**src/rtl/similarity_popcount_kernel.sv**
```systemverilog
// Iterative match counter: popcount(~(A ^ B)) over CHUNK_WIDTH bits per cycle, with a registered
// threshold flag. B accept to k_done is N_CHUNKS edges; k_ready drops only while counting.
module similarity_popcount_kernel #(
  parameter int HV_DATA_WIDTH = 32,
  parameter int CHUNK_WIDTH   = 8
) (
  input  logic                               clk,
  input  logic                               reset,
  input  logic                               k_valid,
  input  logic                               k_first,
  input  logic                               k_last,
  input  logic [HV_DATA_WIDTH-1:0]           k_data_in,
  input  logic [$clog2(HV_DATA_WIDTH+1)-1:0] k_threshold,
  output logic [HV_DATA_WIDTH-1:0]           k_data_out,
  output logic                               k_ready,
  output logic                               k_done,
  output logic                               k_match,
  output logic                               k_error
);
  localparam int COUNT_WIDTH = $clog2(HV_DATA_WIDTH + 1);
  localparam int N_CHUNKS    = HV_DATA_WIDTH / CHUNK_WIDTH;
  localparam int IDX_W       = (N_CHUNKS > 1) ? $clog2(N_CHUNKS) : 1;
  localparam logic [IDX_W-1:0] LAST_IDX = IDX_W'(N_CHUNKS - 1);

  typedef enum logic [1:0] {IDLE, HAVE_A, COUNT, DONE} state_t;

  state_t                   state;
  logic [HV_DATA_WIDTH-1:0] a_reg;
  logic [HV_DATA_WIDTH-1:0] mask;
  logic [COUNT_WIDTH-1:0]   count;
  logic [IDX_W-1:0]         idx;
  logic [CHUNK_WIDTH-1:0]   chunk;
  logic [COUNT_WIDTH-1:0]   count_next;
  logic                     accept;

  function automatic logic [COUNT_WIDTH-1:0] popcnt(input logic [CHUNK_WIDTH-1:0] v);
    logic [COUNT_WIDTH-1:0] s;
    s = '0;
    for (int i = 0; i < CHUNK_WIDTH; i++) s = s + COUNT_WIDTH'(v[i]);
    return s;
  endfunction

  assign k_ready = (state != COUNT);
  assign accept  = k_valid & k_ready;

  always_comb begin
    chunk      = mask[idx*CHUNK_WIDTH +: CHUNK_WIDTH];
    count_next = count + popcnt(chunk);
  end

  always_ff @(posedge clk or posedge reset) begin
    if (reset) begin
      state      <= IDLE;
      a_reg      <= '0;
      mask       <= '0;
      count      <= '0;
      idx        <= '0;
      k_data_out <= '0;
      k_done     <= 1'b0;
      k_match    <= 1'b0;
      k_error    <= 1'b0;
    end else begin
      k_error <= 1'b0;
      if (state == COUNT) begin
        count <= count_next;
        idx   <= idx + 1'b1;
        if (idx == LAST_IDX) begin
          k_data_out <= HV_DATA_WIDTH'(count_next);
          k_match    <= (count_next >= k_threshold);
          k_done     <= 1'b1;
          state      <= DONE;
        end
      end else if (accept) begin
        if (k_first && k_last) begin
          // Single-word frame compares A with itself: every bit matches.
          a_reg   <= k_data_in;
          mask    <= '1;
          count   <= '0;
          idx     <= '0;
          k_done  <= 1'b0;
          k_match <= 1'b0;
          state   <= COUNT;
        end else if (k_first) begin
          a_reg   <= k_data_in;
          k_done  <= 1'b0;
          k_match <= 1'b0;
          state   <= HAVE_A;
        end else if (k_last && state == HAVE_A) begin
          mask  <= ~(a_reg ^ k_data_in);
          count <= '0;
          idx   <= '0;
          state <= COUNT;
        end else begin
          // Orphan B or unframed beat: drop it, leave state and result alone.
          k_error <= 1'b1;
        end
      end
    end
  end
endmodule

```
**config.mk**
```make
export PLATFORM = sky130hd
export DESIGN_NAME = similarity_popcount_kernel
export DESIGN_NICKNAME = d
export VERILOG_FILES = /design/src/rtl/similarity_popcount_kernel.sv
export SDC_FILE = /design/constraint.sdc
export NUM_CORES = 1
export LEC_CHECK = 0
export ABC_AREA = 0
export BUFFER_PORTS_ARGS = -buffer_cell sky130_fd_sc_hd__buf_4
export CAP_MARGIN = 20
export CORE_MARGIN = 2
export CORE_UTILIZATION = 25
export CTS_BUF_LIST = sky130_fd_sc_hd__clkbuf_16
export DETAILED_ROUTE_END_ITERATION = 12
export PLACE_DENSITY_LB_ADDON = 0.05
export SLEW_MARGIN = 5
export SYNTH_ARGS = -nofsm -noshare
export SYNTH_HDL_FRONTEND = slang
export SYNTH_SLANG_ARGS = --single-unit
```
**constraint.sdc**
```tcl
create_clock -name clk -period 12.4 [get_ports clk]
set_input_delay 3.72 -clock clk [delete_from_list [all_inputs] [get_ports clk]]
set_output_delay 3.72 -clock clk [all_outputs]
set_load 0.05 [all_outputs]
```
==> reports/qor.txt, run 1 <==
status - finished, final reports clean
commonest non-fill, non-tap cell in the layout - dfrtp_1
final setup vio count - 0
initial core utilization - 25.3%
RR Startpoint - idx[0]$_DFFE_PP0P_
Max Slew Vio Count - 0
drt first pass iters - 4
CP endpoint - k_ready
CP startpoint - state[0]$_DFFE_PP0P_
Mapped Area - 4690 um2
Die ar. - 19,900 um2
worst r2r dst - k_match$_DFFE_PP0P_
Crit Path Class - reg -> out
reg2reg setup slack - 7.13 ns
DRT iter0 DRCs - 51
RSZ-0062 raised after global routing - no
max-cap viol count - 0
final setup margin - 7.12 ns
Pleak - 0.00267 uW
Worst-Skew Late Latency - 0.34 ns
Cell Pwr Density - 333 nW/um2
Clock transition at path regs - 0.07 ns
final wirelength - 9820 um
CTS Buffer Depth - 2
placed cells - 651
Final TNS setup - 0 ns
fin nets - 490
CTS tree - yes
Gate power share - 58.1%
Post-synth EDFFs - 0
critical path data required time - 8.68 ns
post-route cell area - 5460 um2
Synth cell types - 46
final setup skew - 0.00909 ns
first-pass GRT wire length - 16,600 um
Place WS - 6.93 ns
FF-to-FF path depth - 14
Vias/cell - 4.12
DRC violations left - 0
switching part of the total - 41.6%
Final HPWL DP - 6870 um
Final min period - 5.28 ns
ys async rst share - 100%
Tot GR Track Use - 10.9%
vias in the first global route - 2,914
non-filler cells, final - 668
post-synthesis sequential area ratio - 44.2%
hold slack - 0.488 ns
IO Count - 79
FP Rows - 50
Routed WL per cell - 14.7 um
switching power - 757 uW
power share of the sequential group - 26.9%
Clock power frac - 14.9%
Ys Warns - 0
CTS buffer count - 9
Core Footprint - 18,600 um2
mean post-synth cell area - 12.4 um2
critical path launch point type - flip-flop
DIE HEIGHT - 141 um
share of post-route cells with drive strength above 1 - 35.7%
Fmax - 0.189 GHz
CP Capture Type - output pin
Syn Inst Count - 379
Slew @ Worst Pin - 0.844 ns
CTS root buf - clkbuf_16
routability cong. - 0.715
die width - 141 um
Hold Vio Cnt, Final - 0
Post-DP Area - 5140 um2
GR Overflow Total - 0
area grow syn2layout - 16.3%
Internal - 1060 uW
Diodes inserted - 0
CTS H-tree depth - 3
Port Buffers - 52
register bit count reported by yosys - 83
via count - 2,750
Most used DFF post-synth - dfrtp_1
CTS sink count - 83
antenna violations before repair - 0
# resized after CTS - 0
Worst Path Arrival - 1.56 ns
Routed Antenna Nets - 0
postcts setup bufs - 0
Hold WC Path Type - reg -> reg
Rel. slew slack - 43.7%
crit-path max FO - 12
final worst-path cycle share - 42.6%
hold-fix buffers at CTS - 0
largest net degree at the start of global routing - 62
worst vdd ir - 0.152 mV
commonest cells after routing, fill and taps aside - dfrtp_1, buf_4, nand2_1, xor2_1, mux2_4
synth_stat cells, types with 2 or more instances:
cell type   n  share of area [%]
dfrtp_1    83                 44
nand2_1    43                3.4
xor2_1     34                6.3
mux2_4     33                 11
mux2_2     32                7.7
buf_4      26                4.2
inv_1      23                1.8
ha_1       13                3.5
nor2_1      9               0.72
mux4_2      8                3.8
a21oi_1     7               0.75
o21ai_0     7               0.75
buf_6       6                1.4
fa_1        5                2.1
clkbuf_1    4               0.32
a211oi_1    3               0.48
buf_12      3                1.3
nand2b_1    3               0.40
nand3_1     3               0.32
a211o_1     2               0.37
a22o_1      2               0.37
a22o_2      2               0.43
buf_2       2               0.21
inv_2       2               0.16
mux2_1      2               0.48
nor2b_1     2               0.27
cell type report:
| cell class | instances | area (um2) |
|---|---|---|
| fill | 1912 | 13100 |
| multi-input combinational | 255 | 2270 |
| sequential | 83 | 2080 |
| timing repair buffer | 55 | 433 |
| tap | 234 | 293 |
| clock buffer | 9 | 225 |
| inverter | 25 | 95.1 |
| clock inverter | 7 | 68.8 |
per-layer routing:
layer | vias up | part of all wire (%) | track usage, %
met1 | 1341 | 51 | 15.3
met3 | 12 | 3.9 | 2.65
li1 | 1335 | - | -
met4 | 0 | 2.0 | 4.58
met2 | 62 | 43 | 16.0
met5 | - | 0 | 0
critical path, cell delays in order, from the launching register on:
cell and delay [ns]:
dfrtp_1 0.46, and2b_4 0.41, inv_2 0.13, buf_4 0.21
worst min-delay path by stage:
stage	cells past startpoint	slack, ns	to	from
after floorplan	1	0.46	count[0]$_DFFE_PP0P_	count[0]$_DFFE_PP0P_
after global placement	2	0.47	k_data_out[0]$_DFFE_PP0P_	k_data_out[0]$_DFFE_PP0P_
after detailed placement	2	0.48	k_data_out[1]$_DFFE_PP0P_	k_data_out[1]$_DFFE_PP0P_
after CTS	2	0.49	k_data_out[5]$_DFFE_PP0P_	k_data_out[5]$_DFFE_PP0P_
after global routing	1	0.52	mask[22]$_DFFE_PP0P_	mask[22]$_DFFE_PP0P_
final	2	0.49	k_data_out[5]$_DFFE_PP0P_	k_data_out[5]$_DFFE_PP0P_
through the flow:
step	utilization, %	total power (uW)
floorplan	-	1310
global placement	27.7	1570
detailed placement	27.7	1590
CTS	29.2	1880
global route	29.4	2040
finish	29.4	1820
power groups by stage:
stage	clock network [uW]	registers (uW)	logic, uW
floorplan	0	487	827
global placement	0	494	1070
detailed placement	0	497	1090
CTS	286	492	1100
global route	299	511	1230
finish	272	490	1060
cells by family (layout without fill, tap and decap cells):
logic type                 count (synthesis)  after routing  synth area share, %
muxes                                     76             76                 22.8
DFF                                       83             83                 44.2
and+or+nand+nor                           70             70                 6.98
other                                      1             26               0.0799
xor gates and xnor gates                  35             35                 6.53
buffers and inverters                     66             96                 9.41
AOI/OAI and AO/OA                         29             29                 4.16
adders and majority gates                 19             19                 5.84
Power figures use the tool's default switching activity.
==> run 2: changes to the inputs <==
clock period = 4.4 ns   (was 12.4 ns; I/O delays follow)
==> reports/qor.txt, run 2 (same netlist as run 1, synthesis figures left out) <==
share of post-route cells with drive strength above 1 - 39.4% (was 35.7%)
Final min period - 4.42 ns
Worst Path Arrival - 4.65 ns (was 1.56 ns)
critical path data required time - 4.63 ns (was 8.68 ns)
status - finished, violations left (was finished, final reports clean)
fin nets - 503 (was 490)
Slew @ Worst Pin - 0.789 ns (was 0.844 ns)
DRT iter0 DRCs - 106 (was 51)
CP Capture Type - flip-flop (was output pin)
antenna violations before repair - 0 (unchanged)
final setup margin - -0.0164 ns (was 7.12 ns)
drt first pass iters - 4 (unchanged)
Tot GR Track Use - 10.9% (about the same)
final wirelength - 10,100 um (was 9820 um)
Port Buffers - 52 (unchanged)
CTS Buffer Depth - 2 (unchanged)
DIE HEIGHT - 141 um (unchanged)
Max Slew Vio Count - 0 (unchanged)
Crit Path Class - reg -> reg (was reg -> out)
Routed Antenna Nets - 0 (unchanged)
RSZ-0062 raised after global routing - yes (was no)
Fmax - 0.226 GHz
commonest cells after routing, fill and taps aside - dfrtp_1, buf_4, nand2_1, xor2_1, mux2_4 (unchanged)
Hold Vio Cnt, Final - 0 (unchanged)
placed cells - 662 (was 651)
first-pass GRT wire length - 16,300 um (was 16,600 um)
area grow syn2layout - 19.6% (was 16.3%)
GR Overflow Total - 0 (unchanged)
CTS root buf - clkbuf_16 (unchanged)
failing checks - negative setup slack
Worst-Skew Late Latency - 0.35 ns (was 0.34 ns)
Rel. slew slack - 47.3% (was 43.7%)
Hold WC Path Type - reg -> reg (unchanged)
max-cap viol count - 0 (unchanged)
FP Rows - 50 (unchanged)
via count - 2,800 (was 2,750)
non-filler cells, final - 681 (was 668)
Die ar. - 19,900 um2 (unchanged)
IO Count - 79 (unchanged)
largest net degree at the start of global routing - 46 (was 62)
met3 WL - 313 um (was 386 um)
crit-path max FO - 3 (was 12)
hold-fix buffers at CTS - 0 (unchanged)
critical path launch point type - flip-flop (unchanged)
vias in the first global route - 2,946 (was 2,914)
final setup vio count - 1 (was 0)
metal2 WL - 4470 um (was 4250 um)
die width - 141 um (unchanged)
Vias/cell - 4.11 (was 4.12)
DRC violations left - 0 (unchanged)
Final HPWL DP - 7030 um (was 6870 um)
Max Used Layer - met4 (unchanged)
CTS sink count - 83 (unchanged)
Routed WL per cell - 14.8 um (was 14.7 um)
CTS tree - yes (unchanged)
WL met1 - 5050 um (was 4990 um)
Place WS - -0.214 ns (was 6.93 ns)
CTS buffer count - 9 (unchanged)
Diodes inserted - 0 (unchanged)
final setup skew - 0.0121 ns (was 0.00909 ns)
initial core utilization - 25.3% (unchanged)
final worst-path cycle share - 100%
Core Footprint - 18,600 um2 (unchanged)
Clock transition at path regs - 0.06 ns (was 0.07 ns)
commonest non-fill, non-tap cell in the layout - dfrtp_1 (unchanged)
CTS H-tree depth - 3 (unchanged)
routability cong. - 0.717 (was 0.715)
==> run 2: changes by cell type in the layout (fill, tap and decap cells not counted), sizes merged <==
cell,change
buf,+13
bufinv,+1
clkinv,-3
inv,+2
==> run 2: area by class of cell <==
cell class / count / area, um2
clock buffers: 9 / 225
clock inverters: 7 / 92.6
well taps: 234 / 293
inverters: 25 / 95.1
flip-flops and latches: 83 / 2080
fillers: 1891 / 13000
multi-input cells: 255 / 2310
repair buffers: 68 / 523
==> run 2: critical path: stages (launching register included) <==
cell and delay [ns]:
dfrtp_2 0.40, mux4_2 0.52, inv_2 0.07, fa_1 0.42, fa_1 0.51, fa_1 0.44
fa_2 0.37, fa_2 0.35, nand2b_4 0.16, a21oi_4 0.15, xor2_2 0.17, ha_1 0.26
a21o_1 0.17, a211oi_2 0.21, a211oi_1 0.09
==> run 2: what timing repair did <==
| item | CTS | global route |
|---|---|---|
| gates resized for setup | 4 | 1 |
| endpoints found under the setup margin | 1 | 1 |
| setup buffers | 3 | 0 |
| pin swaps | 2 | 0 |
==> run 2: worst paths after layout <==
kind | from | to | slack, ns | depth (start not counted)
worst max-delay path | idx[0]$_DFFE_PP0P_ | k_match$_DFFE_PP0P_ | -0.02 | 14
worst min-delay path | k_data_out[0]$_DFFE_PP0P_ | k_data_out[0]$_DFFE_PP0P_ | 0.48 | 2
worst max register to register | idx[0]$_DFFE_PP0P_ | k_match$_DFFE_PP0P_ | -0.02 | 14
worst min register to register | k_data_out[0]$_DFFE_PP0P_ | k_data_out[0]$_DFFE_PP0P_ | 0.48 | 2
max in group asynchronous | reset | idx[0]$_DFFE_PP0P_ | 2.59 | 3
min in group asynchronous | reset | a_reg[22]$_DFFE_PP0P_ | 1.10 | 2
==> run 2: stage by stage <==
step | hold slack (ns) | util (%) | area [um2] | TNS [ns]
finish | 0.481 | 30.2 | 5610 | -0.0164
CTS | 0.490 | 30.2 | 5610 | -0.0452
floorplan | 0.456 | - | 4810 | -0.0624
detailed placement | 0.475 | 28.2 | 5250 | -0.214
global placement | 0.469 | 28.2 | 5250 | -0.116
global route | 0.517 | 30.2 | 5610 | -0.187
==> run 2: metal layers <==
metal	vias to the layer above	track usage, %
li1	1357	-
met3	16	2.24
met5	-	0
met1	1365	15.1
met2	62	15.8
met4	0	6.00
Power of run 2 is left out: the tool's default activity adds up to more than one toggle a clock period on the data nets, which glitch-free logic cannot reach.
